===== config.mk =====
export PLATFORM = sky130hd
export DESIGN_NAME = uart_rx
export DESIGN_NICKNAME = d
export VERILOG_FILES = /design/src/rtl/uart_rx.sv
export SDC_FILE = /design/constraint.sdc
export NUM_CORES = 1
export LEC_CHECK = 0
export ABC_AREA = 1
export CAP_MARGIN = 20
export CORE_MARGIN = 5
export CORE_UTILIZATION = 57
export CTS_CLUSTER_DIAMETER = 60
export DETAILED_ROUTE_END_ITERATION = 10
export PLACE_DENSITY = 0.78
export SKIP_CTS_REPAIR_TIMING = 1
export SYNTH_ARGS = -nofsm -noshare
export SYNTH_HDL_FRONTEND = slang
export SYNTH_SLANG_ARGS = --single-unit

===== constraint.sdc =====
create_clock -name clk -period 2.1 [get_ports clk]
set_input_delay 0.42 -clock clk [delete_from_list [all_inputs] [get_ports clk]]
set_output_delay 0.42 -clock clk [all_outputs]
set_load 0.02 [all_outputs]

===== src/rtl/uart_rx.sv =====
// uart_rx: oversampling asynchronous serial receiver (start, DATA_WIDTH data
// bits LSB first, optional even parity, one stop bit). Each bit is sampled at
// its mid-point, counted from the synchronized falling edge of the start bit.
// Optional feature: define UART_RX_PARITY_EN to expect an even-parity bit
// between the data bits and the stop bit.
module uart_rx #(
  parameter int CLK_FREQ   = 100_000_000,
  parameter int BAUD       = 9600,
  parameter int DATA_WIDTH = 8
) (
  input  logic                  clk,
  input  logic                  rst,
  input  logic                  rx,
  output logic [DATA_WIDTH-1:0] data_out,
  output logic                  data_valid,
  output logic                  busy,
  output logic                  frame_err,
  output logic                  parity_err
);

  localparam int CLKS_PER_BIT = CLK_FREQ / BAUD;
  localparam int CNT_W        = $clog2(CLKS_PER_BIT);
  localparam int BIT_W        = $clog2(DATA_WIDTH);
  localparam logic [CNT_W-1:0] HALF_CNT = CNT_W'(CLKS_PER_BIT / 2 - 1);
  localparam logic [CNT_W-1:0] LAST_CNT = CNT_W'(CLKS_PER_BIT - 1);
  localparam logic [BIT_W-1:0] LAST_BIT = BIT_W'(DATA_WIDTH - 1);

`ifdef UART_RX_PARITY_EN
  typedef enum logic [2:0] {IDLE, START, DATA, PARITY, STOP} state_t;
`else
  typedef enum logic [2:0] {IDLE, START, DATA, STOP} state_t;
`endif

  state_t                state, state_nxt;
  logic                  rx_meta, rx_s, rx_prev;
  logic [CNT_W-1:0]      cnt;
  logic [BIT_W-1:0]      bit_cnt;
  logic [DATA_WIDTH-1:0] shift;
  logic                  bit_done;
  logic                  ok_stb, ferr_stb, perr_stb;
`ifdef UART_RX_PARITY_EN
  logic                  par_bit;
`endif

  // Two-flop synchronizer plus one history flop for falling-edge detection
  always_ff @(posedge clk or posedge rst) begin
    if (rst) begin
      rx_meta <= 1'b1;
      rx_s    <= 1'b1;
      rx_prev <= 1'b1;
    end else begin
      rx_meta <= rx;
      rx_s    <= rx_meta;
      rx_prev <= rx_s;
    end
  end

  assign bit_done = (cnt == LAST_CNT);

  // Next-state logic and single-cycle resolution strobes
  always_comb begin
    state_nxt = state;
    ok_stb    = 1'b0;
    ferr_stb  = 1'b0;
    perr_stb  = 1'b0;
    case (state)
      IDLE: begin
        // Only a 1->0 transition starts a frame, so a stuck-low line is inert
        if (rx_prev && !rx_s) state_nxt = START;
      end
      START: begin
        // Line back high at mid start bit: a glitch, drop it silently
        if (cnt == HALF_CNT) state_nxt = rx_s ? IDLE : DATA;
      end
      DATA: begin
`ifdef UART_RX_PARITY_EN
        if (bit_done && bit_cnt == LAST_BIT) state_nxt = PARITY;
`else
        if (bit_done && bit_cnt == LAST_BIT) state_nxt = STOP;
`endif
      end
`ifdef UART_RX_PARITY_EN
      PARITY: begin
        if (bit_done) state_nxt = STOP;
      end
`endif
      STOP: begin
        if (bit_done) begin
          state_nxt = IDLE;
          // Framing error outranks parity error, which outranks a good word
          if (!rx_s) begin
            ferr_stb = 1'b1;
`ifdef UART_RX_PARITY_EN
          end else if ((^shift) != par_bit) begin
            perr_stb = 1'b1;
`endif
          end else begin
            ok_stb = 1'b1;
          end
        end
      end
      default: state_nxt = IDLE;
    endcase
  end

  // State register, baud/bit counters and the data shift register
  always_ff @(posedge clk or posedge rst) begin
    if (rst) begin
      state   <= IDLE;
      cnt     <= '0;
      bit_cnt <= '0;
      shift   <= '0;
`ifdef UART_RX_PARITY_EN
      par_bit <= 1'b0;
`endif
    end else begin
      state <= state_nxt;
      if (state_nxt != state || state == IDLE || bit_done) cnt <= '0;
      else                                                  cnt <= cnt + CNT_W'(1);
      if (state != DATA)  bit_cnt <= '0;
      else if (bit_done)  bit_cnt <= bit_cnt + BIT_W'(1);
      // Right shift: the first (LSB) bit ends up in bit 0 after the last shift
      if (state == DATA && bit_done) shift <= {rx_s, shift[DATA_WIDTH-1:1]};
`ifdef UART_RX_PARITY_EN
      if (state == PARITY && bit_done) par_bit <= rx_s;
`endif
    end
  end

  // Registered outputs; busy falls on the same edge as the final strobe
  always_ff @(posedge clk or posedge rst) begin
    if (rst) begin
      data_out   <= '0;
      data_valid <= 1'b0;
      frame_err  <= 1'b0;
      busy       <= 1'b0;
    end else begin
      data_valid <= ok_stb;
      frame_err  <= ferr_stb;
      busy       <= (state_nxt != IDLE);
      if (ok_stb) data_out <= shift;
    end
  end

`ifdef UART_RX_PARITY_EN
  // Parity error strobe, registered alongside the other strobes
  always_ff @(posedge clk or posedge rst) begin
    if (rst) parity_err <= 1'b0;
    else     parity_err <= perr_stb;
  end
`else
  assign parity_err = 1'b0;
  logic unused_perr;
  assign unused_perr = perr_stb;
`endif

endmodule


==> results list, run 1 <==
- Final setup slack of the worst path: 0.336 ns
* Overall power of the completed layout: 1270 uW
* Leakage Power: 0.00106 uW
- The tree is rooted in a sky130_fd_sc_hd__clkbuf_4.
- The biggest area contributor in the post-synthesis netlist is sky130_fd_sc_hd__dfrtp_1.
- Number of flops mapped to enable cells by yosys: 0
- After floorplanning, the core was divided into 21 placement rows.
- Share of flip-flops with an asynchronous set or reset after synthesis: 100%
- The netlist uses 29 different library cells.
* Data required, critical path: 1.68 ns
- At the placement stage, the worst setup path has a slack of 0.439 ns.
* Clock tree from TritonCTS: built
* Capturing element type of the critical path: output port
- In this run the remaining antenna-violating nets after routing total 0.
- In the synthesized netlist, the cells that appear most often are sky130_fd_sc_hd__nand2_1, sky130_fd_sc_hd__dfrtp_1, sky130_fd_sc_hd__inv_1.
* Fraction of layout cells with a size suffix above 1: 16.1%
- Library cell contributing the largest single delay on the critical path: sky130_fd_sc_hd__clkdlybuf4s50_1
- The pre-antenna-repair detailed-routing pass consisted of 4 iterations.
* Total number of vias: 1,400
* CP peak stage delay: 0.61 ns
- CTS saw 42 sinks.
- For this configuration, the core starts out at a cell density of 60.2%.
- Total number of yosys warnings: 0
* Critical path startpoint category: register
* Pin count of the biggest net entering global routing: 43
- Nets@finish: 254
* Total of max-cap violations: 0
* Setup repair after global routing missed its margin: no
- Dividing total power by cell area gives a power density of 566 nW/um2.
* Via density per instance: 4.75
- Share of the cycle needed by the critical path after routing: 84.0%
* Final Skew: 0.0152 ns
* Dominant cell by count in the synthesized netlist: sky130_fd_sc_hd__nand2_1
- For this run, the leading register cell type out of synthesis is sky130_fd_sc_hd__dfrtp_1.
- Fraction of synthesized cell area taken by the top area cell type: 47.8%
- TritonCTS buffer count: 5
- For this run, design rule violations remaining after detail routing come to 0.
* Final max-slew violation count: 0
* Average cell area after synthesis: 8.84 um2
* Y dimension of the die: 69.9 um
* Sequential area share after synthesis: 51.7%
* Routed length per instance: 11.0 um
* Clock transition at the registers of the reported paths: 0.12 ns
* Worst hold slack across all endpoints: 0.366 ns
- During I/O placement, the number of pins put on the boundary was 15.
- Family with the most delay on the worst path: buffers and inverters
- From left edge to right edge, the die measures 69.9 um.
* Full die area: 4880 um2
* FF+latch count, synth: 42
- Startpoint-to-endpoint class of the critical path: reg2out
- Number of hold-slack violations in the final timing report: 0
- Synthesis-to-layout area growth: 9.74%
* Crit path arrival time: 1.34 ns
- Post-Syn Area: 2040 um2
* Sum Neg Setup Slack: 0 ns
- Buffers plus inverters on the worst setup path: 1
* Hold Crit Class: reg2reg
* Global-route wire length before repair: 5950 um
- In this run the standard cell core region covers 3390 um2.
* Maximum clock frequency: 0.567 GHz
- 0 antenna diodes ended up in the layout.
- Number of port buffers: 13
* Result of the run: completed
- In this run, the number of DRC markers left after iteration 0 of detailed routing was 108.
- The critical path goes through clkdlybuf4s50_1.
* Final cell utilization of the core: 66.1%
* Crit path time final: 1.76 ns
- Critical-path maximum fanout: 2
- By area the synthesized netlist is led by sky130_fd_sc_hd__dfrtp_1, sky130_fd_sc_hd__nand2_1, sky130_fd_sc_hd__inv_1.
- Peak VDD IR: 399 uV
* HPWL after detailed placement: 2370 um
* Total grt overflow: 0
- Total global-route track usage: 15.3%
- Level count of the clock H-tree: 2
- Vias in the first global route: 1,311
* Antenna violations before repair: 0
- Number of instances in the synthesized netlist: 231
* Final estimated routing congestion in global placement: 0.862
* Maximum clock insertion buffer count: 2
* Total Routed Length: 3240 um
- Clock latency on the worst-skew pair, taken at its later pin, is 0.35 ns.
- Setup violations remaining at the end of the flow were counted as 0.
-- worst paths after layout --
path                                           endpoint  slack, ns                     from  depth (start not counted)
worst max-delay path                        data_out[5]       0.34  data_out[5]$_DFFE_PP0P_                          1
worst min-delay path                     rx_s$_DFF_PP1_       0.37        rx_meta$_DFF_PP1_                          0
worst max register to register         cnt[2]$_DFF_PP0_       0.43         cnt[0]$_DFF_PP0_                          8
worst min register to register           rx_s$_DFF_PP1_       0.37        rx_meta$_DFF_PP1_                          0
max in group asynchronous              cnt[6]$_DFF_PP0_       1.27                      rst                          3
min in group asynchronous       data_out[4]$_DFFE_PP0P_       0.47                      rst                          3
-- per-layer routing --
layer	vias to the layer above	track usage [%]	routed length [um]	share of wire (%)
met2	28	21.6	1410	43
met5	-	0	0	0
met3	5	4.30	127	3.9
met1	632	21.9	1640	51
met4	0	6.38	63	1.9
li1	735	-	-	-
-- cells by family (layout without fill, tap and decap cells) --
family	Yosys count	count (layout)	share of synthesized area, %
buffers and inverters	43	60	9.74
AND/OR/NAND/NOR	113	113	26.0
AO/OA/AOI/OAI	20	20	6.74
XOR/XNOR	9	9	3.86
flip-flops	42	42	51.7
other	1	2	0.184
adder cells (fa/ha/maj)	3	3	1.84
-- area by class of cell --
class,instances,area (um2)
fill,273,1150
sequential,42,1050
multi-input combinational,147,792
inverter,38,144
timing repair buffer,14,138
tap,46,57.6
clock buffer,6,41.3
clock inverter,2,13.8
-- sequential cells by signal (all words and copies together), names as in the netlist --
name,cells
frame_err,1
shift,8
rx_prev,1
rx_s,1
busy,1
rx_meta,1
state,3
bit_cnt,3
data_valid,1
data_out,8
cnt,14
-- stage by stage --
| step | area [um2] | instances |
|---|---|---|
| 6_report | 2240 | 295 |
| 5_1_grt | 2240 | 295 |
| 4_1_cts | 2240 | 295 |
| 3_5_place_dp | 2190 | 287 |
| 3_3_place_gp | 2190 | 287 |
| 2_1_floorplan | 2050 | 232 |
-- where the power goes --
| part | total, uW | internal, uW | switching [uW] |
|---|---|---|---|
| registers | 828 | 821 | 6.91 |
| clock network | 383 | 132 | 251 |
| logic | 58.8 | 16.7 | 42.1 |
-- placed cells by master, fill, tap and decap left out --
cell type,synthesis,routed
sky130_fd_sc_hd__nor3_2,1,1
sky130_fd_sc_hd__nand3b_1,1,1
sky130_fd_sc_hd__dfrtp_1,39,39
sky130_fd_sc_hd__nand2_1,51,51
sky130_fd_sc_hd__nand2_4,2,2
sky130_fd_sc_hd__clkinv_2,1,2
sky130_fd_sc_hd__clkbuf_1,0,1
sky130_fd_sc_hd__clkdlybuf4s50_1,0,13
sky130_fd_sc_hd__clkbuf_4,0,5
sky130_fd_sc_hd__a21oi_4,1,1
sky130_fd_sc_hd__xor2_1,8,8
sky130_fd_sc_hd__nor2_2,12,12
sky130_fd_sc_hd__nand3_4,1,1
sky130_fd_sc_hd__o21ai_2,7,7
sky130_fd_sc_hd__dfstp_2,3,3
sky130_fd_sc_hd__nand2_2,1,1
sky130_fd_sc_hd__buf_4,1,1
sky130_fd_sc_hd__nand4_1,2,2
sky130_fd_sc_hd__o21ai_0,3,3
sky130_fd_sc_hd__conb_1,1,2
sky130_fd_sc_hd__nand3_1,13,13
sky130_fd_sc_hd__inv_1,35,35
sky130_fd_sc_hd__clkinv_4,0,1
sky130_fd_sc_hd__ha_1,3,3
sky130_fd_sc_hd__nand3_2,1,1
sky130_fd_sc_hd__inv_2,2,2
sky130_fd_sc_hd__xnor2_1,1,1
sky130_fd_sc_hd__nor2_1,22,22
sky130_fd_sc_hd__o21ai_1,9,9
sky130_fd_sc_hd__nor3_1,6,6
(Power assumes the default switching activity.)
==> inputs of run 2 (changes only) <==
==> constraint.sdc (replaced) <==
create_clock -name clk -period 1.8 [get_ports clk]
set_input_delay 0.36 -clock clk [delete_from_list [all_inputs] [get_ports clk]]
set_output_delay 0.36 -clock clk [all_outputs]
set_load 0.02 [all_outputs]
==> run 2 against run 1 <==
Net effect:
- global-route usage fell by 0.66 points
- routed wire length rose by 2.6%
- sequential power rose by 17%
- register-to-register slack got worse by 0.22 ns
- largest power group unchanged
==> results list, run 2 (synthesis gave the netlist of run 1 again) <==
- The flow ran to the end, and the final reports show no timing, DRC or antenna violations.
- The maximum fanout along the worst path was 2 (unchanged).
* Vias in the first global route: 1,279 (-2.4%)
- Share of the cycle needed by the critical path after routing: 95.6%
- Worst relative slew slack: 59.3%
* Final max-slew violation count: 0 (unchanged)
- Fraction of layout cells with a size suffix above 1: 17.2% (+1.1 points)
* Maximum clock frequency: 0.581 GHz
- Std cell rows: 21 (unchanged)
- Source-to-sink clock delay at the later pin of the worst-skew pair: 0.35 ns (about the same)
* Startpoint-to-endpoint class of the critical path: reg2out
- Number of remaining DRC errors: 0 (unchanged)
* Sum Neg Setup Slack: 0 ns (unchanged)
- The net switching component of the power is 358 uW (+19%).
- Via density per instance: 4.84 (+2.0%)
* Clock transition at the registers of the reported paths: 0.13 ns (about the same)
- Cell count after placement: 287 (unchanged)
- Hold Crit Class: in2async
* Total global-route track usage: 14.6% (-0.66 points)
- STA classifies the critical path startpoint as a register.
- Number of port buffers: 13 (unchanged)
- The non-filler instance count after layout came to 296 (+0.34%).
- The required time reported for the critical path endpoint came to 1.44 ns (-0.24 ns).
- After layout, the minimum clock period comes to 1.72 ns.
- Antenna violations before repair: 0 (unchanged)
- The via count is 1,433 (+2.4%).
- The H-tree depth came to 2 (unchanged).
- Final Skew: 0.0185 ns (+0.00331 ns)
- The cell family contributing the most delay on the critical path is buffers and inverters.
* Part of the power in combinational logic: 5.3% (+0.7 points)
* Capturing element type of the critical path: output port
- The sink count of the clock tree came to 42 (unchanged).
* Nets@finish: 255 (+0.39%)
* Area of the core region: 3390 um2 (unchanged)
* Top reg by flops: cnt
- The total power of the final layout was 1500 uW (+18%).
* Portion of total power attributed to sequential cells: 64.6% (-0.6 points)
- Actual transition at the worst max-transition pin: 0.608 ns
* Buffers plus inverters on the worst setup path: 1 (unchanged)
- Fraction of power spent switching nets: 24.0% (+0.29 points)
- The antenna violation net count after detailed routing was 0 (unchanged).
* Leading cell types in the layout, fill and taps excluded: sky130_fd_sc_hd__nand2_1, sky130_fd_sc_hd__dfrtp_1, sky130_fd_sc_hd__inv_1
- The cell area power density came to 652 nW/um2 (+15%).
- Initial Utilization: 60.2% (unchanged)
- The total detailed-routing wirelength came to 3330 um (+2.6%).
* Leakage Power: 0.00106 uW (+0.54%)
* Clock tree from TritonCTS: built
- The share of total power in the clock network came to 30.0% (-0.2 points).
- The per-cell routed wire length came to 11.2 um (+2.2%).
* Final setup viols: 0 (unchanged)
* TritonCTS buffer count: 5 (unchanged)
- Global-route wire length before repair: 5680 um (-4.5%)
- Cells traversed along the worst timing path: clkdlybuf4s50_1
- The final number of hold-violating endpoints came to 0 (unchanged).
- For this design, the slowest cell found on the critical path is sky130_fd_sc_hd__clkdlybuf4s50_1.
* Total of max-cap violations: 0 (unchanged)
* Total internal power: 1140 uW (+17%)
- Max FFs per register: 14 (unchanged)
- Setup repair after global routing left no endpoint under its margin.
* Crit path arrival time: 1.36 ns (+0.02 ns)
- HPWL after detailed placement: 2350 um (-0.95%)
* Maximum clock insertion buffer count: 2 (unchanged)
- CP peak stage delay: 0.62 ns (about the same)
- Synthesis-to-layout area growth: 12.3%
- The number of placed I/O pins came to 15 (unchanged).
* Cell at the root of the clock tree: sky130_fd_sc_hd__clkbuf_4
- The area of the die is 4880 um2 (unchanged).
- The weighted congestion reported at the end of routability-driven placement was 0.862 (about the same).
- Drt pass-1 iters: 4 (unchanged)
- The antenna diode instance count came to 0 (unchanged).
- The maximum number of pins on one net before global-route repair was 43 (unchanged).
- Leaving out fill and tap cells, the most frequent cell in the layout is sky130_fd_sc_hd__nand2_1.
- Y dimension of the die: 69.9 um (unchanged)
- Peak VDD IR: 557 uV (+40%)
* Total grt overflow: 0 (unchanged)
- The horizontal die dimension came to 69.9 um (unchanged).
- The largest registers in the layout are cnt x14, data_out x8, shift x8.
* DR iter-0 viols: 86 (-20%)
run 2: layout make-up:
type | instances | area (um2)
Clock buffer | 6 | 41.3
Fill cell | 256 | 1100
Clock inverter | 2 | 13.8
Multi-Input combinational cell | 148 | 831
Sequential cell | 42 | 1050
Timing Repair Buffer | 14 | 150
Inverter | 38 | 145
Tap cell | 46 | 57.6
run 2: final timing paths:
check                                        to  depth (start not counted)  slack, ns                    start
max reg2reg                      busy$_DFF_PP0_                          8       0.21         cnt[0]$_DFF_PP0_
min reg2reg                      rx_s$_DFF_PP1_                          0       0.36        rx_meta$_DFF_PP1_
max                                 data_out[1]                          1       0.08  data_out[1]$_DFFE_PP0P_
max in group asynchronous        rx_s$_DFF_PP1_                          3       1.19                      rst
min in group clk                 rx_s$_DFF_PP1_                          0       0.36        rx_meta$_DFF_PP1_
min                        shift[7]$_DFFE_PP0P_                          3       0.35                      rst
run 2: power groups by stage:
stage,logic [uW],clock network [uW],registers (uW)
after floorplan,58.1,0,984
after global routing,89.5,509,968
after detailed placement,75.9,0,984
after global placement,74.4,0,983
final,79.7,449,966
after CTS,76.0,467,966
run 2: metal layers:
metal / share of wire, % / GRT usage, % / vias up / routed length, um
li1: - / - / 745 / -
met4: 2.5 / 8.30 / 0 / 82
met5: 0 / 0 / - / 0
met2: 44 / 20.4 / 23 / 1460
met1: 50 / 20.7 / 657 / 1670
met3: 3.5 / 3.44 / 8 / 117
run 2: per-stage QoR:
stage          util (%)  setup WS (ns)  hold slack [ns]  cell area, um2
6_report           67.7         0.0788            0.354            2290
5_1_grt            67.7         0.0162            0.363            2290
4_1_cts            66.5         0.0723            0.362            2250
3_5_place_dp       64.9          0.113            0.347            2200
3_3_place_gp       64.9          0.207            0.346            2200
2_1_floorplan         -          0.264            0.345            2050
